**src/rtl/ldst_cmd_queue.sv**
```systemverilog
// Buffers rf_ldst load/store commands in a FIFO and issues them one at a time, each waiting for done.
// Latency: push to start pulse is 2 edges when the queue is empty; optional LDST_CMD_PERF_EN adds busy_cycles.
// Backpressure: cmd_ready = !full; a pop frees a slot only on the following edge.

module ldst_cmd_fifo #(
  parameter int W     = 8,
  parameter int DEPTH = 4
) (
  input  logic                     clk,
  input  logic                     rst_n,
  input  logic                     push,
  input  logic [W-1:0]             push_dat,
  input  logic                     pop,
  output logic [W-1:0]             head_dat,
  output logic [$clog2(DEPTH):0]   count
);
  localparam int AW = $clog2(DEPTH);

  logic [W-1:0]  mem [DEPTH];
  logic [AW-1:0] wr_ptr;
  logic [AW-1:0] rd_ptr;

  // DEPTH is a power of two, so the pointers wrap naturally.
  always_ff @(posedge clk or negedge rst_n) begin
    if (!rst_n) begin
      wr_ptr <= '0;
      rd_ptr <= '0;
      count  <= '0;
    end else begin
      if (push) wr_ptr <= wr_ptr + AW'(1);
      if (pop)  rd_ptr <= rd_ptr + AW'(1);
      if (push && !pop)      count <= count + (AW+1)'(1);
      else if (pop && !push) count <= count - (AW+1)'(1);
    end
  end

  always_ff @(posedge clk) begin
    if (push) mem[wr_ptr] <= push_dat;
  end

  assign head_dat = mem[rd_ptr];
endmodule

module ldst_cmd_queue #(
  parameter int RF_ADDR_W    = 10,
  parameter int SDRAM_ADDR_W = 32,
  parameter int LINE_NUM_W   = 11,
  parameter int DEPTH        = 4
) (
  input  logic                      clk,
  input  logic                      rst_n,
  input  logic                      cmd_valid,
  output logic                      cmd_ready,
  input  logic                      cmd_store,
  input  logic [RF_ADDR_W-1:0]      cmd_rf_addr,
  input  logic [SDRAM_ADDR_W-1:0]   cmd_sdram_addr,
  input  logic [LINE_NUM_W-1:0]     cmd_line_num,
  output logic                      load_start,
  output logic                      store_start,
  output logic [RF_ADDR_W-1:0]      rf_addr,
  output logic [SDRAM_ADDR_W-1:0]   sdram_addr,
  output logic [LINE_NUM_W-1:0]     line_num,
  input  logic                      done,
  output logic                      busy,
  output logic                      idle,
  output logic [$clog2(DEPTH):0]    pending,
  output logic [15:0]               retired
`ifdef LDST_CMD_PERF_EN
  ,
  output logic [31:0]               busy_cycles
`endif
);
  localparam int PW = $clog2(DEPTH) + 1;

  typedef struct packed {
    logic                    store;
    logic [RF_ADDR_W-1:0]    rf_addr;
    logic [SDRAM_ADDR_W-1:0] sdram_addr;
    logic [LINE_NUM_W-1:0]   line_num;
  } cmd_t;

  typedef enum logic [1:0] {S_IDLE, S_ISSUE, S_WAIT} state_t;

  state_t state;
  cmd_t   push_cmd;
  cmd_t   head;
  logic   push;
  logic   pop;
  logic   empty;
  logic   done_q;

  assign push_cmd  = '{store: cmd_store, rf_addr: cmd_rf_addr,
                       sdram_addr: cmd_sdram_addr, line_num: cmd_line_num};
  assign cmd_ready = (pending != PW'(DEPTH));
  assign push      = cmd_valid && cmd_ready;
  assign empty     = (pending == '0);
  assign pop       = (state == S_IDLE) && !empty;
  assign busy      = (state != S_IDLE);
  assign idle      = empty && !busy;

  ldst_cmd_fifo #(.W($bits(cmd_t)), .DEPTH(DEPTH)) u_fifo (
    .clk      (clk),
    .rst_n    (rst_n),
    .push     (push),
    .push_dat (push_cmd),
    .pop      (pop),
    .head_dat (head),
    .count    (pending)
  );

  // Zero-length commands retire straight from IDLE without touching rf_ldst.
  always_ff @(posedge clk or negedge rst_n) begin
    if (!rst_n) begin
      state       <= S_IDLE;
      load_start  <= 1'b0;
      store_start <= 1'b0;
      rf_addr     <= '0;
      sdram_addr  <= '0;
      line_num    <= '0;
      retired     <= '0;
      done_q      <= 1'b0;
    end else begin
      done_q      <= done;
      load_start  <= 1'b0;
      store_start <= 1'b0;
      case (state)
        S_IDLE: begin
          if (pop) begin
            rf_addr    <= head.rf_addr;
            sdram_addr <= head.sdram_addr;
            line_num   <= head.line_num;
            if (head.line_num == '0) begin
              retired <= retired + 16'd1;
            end else begin
              state       <= S_ISSUE;
              load_start  <= !head.store;
              store_start <= head.store;
            end
          end
        end
        S_ISSUE: state <= S_WAIT;
        S_WAIT: begin
          if (done && !done_q) begin
            retired <= retired + 16'd1;
            state   <= S_IDLE;
          end
        end
        default: state <= S_IDLE;
      endcase
    end
  end

`ifdef LDST_CMD_PERF_EN
  always_ff @(posedge clk or negedge rst_n) begin
    if (!rst_n)                                busy_cycles <= '0;
    else if (busy && (busy_cycles != '1))      busy_cycles <= busy_cycles + 32'd1;
  end
`endif
endmodule
```
**config.mk**
```make
export PLATFORM = sky130hd
export DESIGN_NAME = ldst_cmd_queue
export DESIGN_NICKNAME = d
export VERILOG_FILES = /design/src/rtl/ldst_cmd_queue.sv
export SDC_FILE = /design/constraint.sdc
export NUM_CORES = 1
export LEC_CHECK = 0
export BUFFER_PORTS_ARGS = -buffer_cell sky130_fd_sc_hd__buf_2
export CORE_MARGIN = 1
export CORE_UTILIZATION = 55
export CTS_CLUSTER_SIZE = 8
export DETAILED_ROUTE_END_ITERATION = 10
export PLACE_DENSITY = 0.88
export SYNTH_ARGS = -nofsm -noshare
export SYNTH_HDL_FRONTEND = slang
export SYNTH_SLANG_ARGS = --single-unit
```
**constraint.sdc**
```tcl
create_clock -name clk -period 7.8 [get_ports clk]
set_input_delay 1.56 -clock clk [delete_from_list [all_inputs] [get_ports clk]]
set_output_delay 1.56 -clock clk [all_outputs]
set_load 0.05 [all_outputs]
```
==> results.md <==
- #FFs+latches synth: just under 300
- Crit path time final: 3.47 ns
- Clk sinks: between 200 and 300
- Final Cycle Share: 0.445
- Vias in the first global route: approximately 6500
- Total Wirelength: 24.2 mm
- WL/cell: around 22 um
- PwrDens: between 400 and 500 mW/mm^2
- Core area: between 0.015 and 0.02 mm^2
- First-pass GRT wire length: 36.9 mm
- Hold Buf Count CTS: 0
- GP Congestion: 0.758
- GRT Total Usage: 0.246
- Clk_lat worst skew: 0.54 ns
- Most frequent cells in the layout: edfxtp_1 (216), nand2_1 (169), buf_2 (133)
- Via density: 5.56
- Slew Limit Fails: 0
- Synth warn: 0
- Synth area leader: edfxtp_1
- EDFF count, synth: approximately 220
- Cell area after synthesis: 0.0112 mm^2
- Post-CTS setup buffers: 0
- Final Skew: about 0.013 ns
- Die width: approximately 140 um
- Core Rows: approximately 50
- Hold Path Origin: retired[15]
- Async set-or-reset flop fraction in the synthesized netlist: 0.273
- Startpoint Class: flip-flop
- Final Hold Fails: 0
- # DRC: 0
- I/O pin cnt: ~140
- Slew at the pin closest to its max-slew limit: roughly 1.1 ns
- Avg Cell Area, Syn: about 18 um^2
- Yosys cell types: 40
- Worst-path clk slew: 0.05 ns
- Net count after synthesis: between 700 and 800
- Hold path cells: 1
- CTS root buf: clkbuf_16
- Share of cells above drive strength 1: 0.307
- RSZ-0062 raised after global routing: false
- Register area share after synthesis: 0.759
- Commonest non-fill, non-tap cell in the layout: edfxtp_1
- Worst Hold Class: flip-flop to flip-flop
- Area Overhead vs Synth: 19.7%
- F_max: between 200 and 300 MHz
- DIE AREA: approximately 0.021 mm^2
- R2r worst-path depth: 10
- Critical Path End Type: flip-flop
- Synth top area cells: edfxtp_1 (58%), dfrtp_1 (18%), mux4_2 (11%), nand2_1 (5.7%), xor2_1 (1.2%)
- Leakage: around 5.2 nW
- Maximum vdd drop: between 0.3 and 0.4 mV
- Worst r2r dst: u_fifo.count[2]
- Power Total: about 6.2 mW
- Worst EP required: 8.27 ns
- CTS Buf Count: 43
- CTS H-Tree Depth: 2
- Crit-path max FO: 56
- DRT antenna net count: 0
- Primary FF master, synth: edfxtp_1
- CTS resizes: 0
- Max Cap Viol: 0
- Number of port buffers: roughly 130
- Pin count of the biggest net entering global routing: 82
- Vias: 6116
- Syn Inst Count: 640
- Endpoint, Worst Hold: retired[15]
- Status: complete, no violations
- WS Path Type: flip-flop to flip-flop
- Detailed placement HPWL: roughly 14 mm
- R2R Setup Slk: around 4.3 ns
- Setup TNS: 0 ns
- R2R Path Start: u_fifo.count[0]
- Clock tree buffer depth: 3
- First-iteration detailed-routing DRC count: ~350
- Max_slew headroom: 0.260
- GRT Residual Overflow: 0
- Die Ht: 145 um
- Initial Util: 0.569
- CTS tree: built
- Top-area cell type share of the netlist area: 0.579
- WP data arrival: roughly 3.9 ns
- Final net count: between 800 and 900
- First-pass iteration count of the detailed router: 5
- Final setup fails: 0
- Antenna violations before repair: 6
## where the power goes
group | internal (mW) | leakage, nW | switching [mW]
combinational | 0.626 | 1.66 | 1.39
sequential | 2.15 | 2.94 | 0.293
clock | 1.04 | 0.594 | 0.666
## registers in the layout, indices dropped and copies added (netlist names)
signal	cells
u_fifo.mem	216
u_fifo.count	3
sdram_addr	32
load_start	1
u_fifo.wr_ptr	2
done_q	1
store_start	1
state	2
rf_addr	10
line_num	11
u_fifo.rd_ptr	2
retired	16
## layer usage
layer  up-vias  track usage  part of all wire
li1       2701            -                 -
met1      3085        0.310              0.38
met2       264        0.413              0.52
met3        58       0.0596             0.071
met4         8        0.101             0.030
met5         -            0            0.0022
## synth_stat cells, drive strengths merged (2+ instances only)
library cell,instances
ha,6
nand2b,2
clkbuf,11
and2,3
nand3,6
nor2,6
nor4,4
inv,9
o21ai,2
and3,5
a211oi,3
mux4,54
mux2,2
a21boi,3
buf,13
nand2,169
a21oi,7
edfxtp,216
dfrtp,81
nand4,5
xor2,16
xnor2,5
## critical path: stages, from the launching register on
cell	delay (ns)
dfrtp_1	0.46
or3_1	0.40
and2_2	0.20
buf_4	0.30
inv_2	0.84
ha_1	0.33
inv_1	0.07
fa_1	0.38
xor2_1	0.15
nor2_1	0.12
xor2_1	0.14
## metrics by stage
step | cell area [um^2] | cells | hold slack (ns) | setup WS, ns | utilization
final | 13400 | 1100 | 0.460 | 4.33 | 0.681
after global routing | 13400 | 1099 | 0.477 | 4.04 | 0.681
after CTS | 13400 | 1098 | 0.463 | 4.25 | 0.681
after detailed placement | 12200 | 1021 | 0.457 | 4.28 | 0.617
after global placement | 12200 | 1021 | 0.453 | 4.39 | 0.617
after floorplan | 11200 | 640 | 0.514 | 4.49 | -
## worst max path at each step
| stage | from | endpoint | slack, ns | depth (start not counted) |
|---|---|---|---|---|
| after detailed placement | u_fifo.count[0] | u_fifo.count[2] | 4.28 | 10 |
| after global routing | u_fifo.count[0] | u_fifo.count[2] | 4.04 | 10 |
| final | u_fifo.count[0] | u_fifo.count[2] | 4.33 | 10 |
| after CTS | u_fifo.count[0] | u_fifo.count[2] | 4.25 | 10 |
| after floorplan | cmd_valid | u_fifo.mem[0][0] | 4.49 | 1 |
| after global placement | u_fifo.count[0] | u_fifo.count[2] | 4.39 | 10 |
## logic make-up after synthesis
group                      after synthesis  share of synthesized area
DFF                                    297                      0.759
AOI/OAI and AO/OA                       19                     0.0124
buffers and inverters                   33                     0.0119
muxes                                   57                      0.111
and+or+nand+nor                        206                     0.0801
adders and majority gates                7                    0.00848
xor gates and xnor gates                21                     0.0164
## cell type report
class | instances | area (um^2)
Sequential cell | 297 | 8520
Antenna cell | 2 | 5.00
Multi-Input combinational cell | 310 | 2570
Clock buffer | 73 | 1190
Fill cell | 1247 | 6290
Timing Repair Buffer | 140 | 718
Clock inverter | 4 | 57.6
Inverter | 9 | 33.8
Tap cell | 265 | 332
Power figures use the tool's default switching activity.
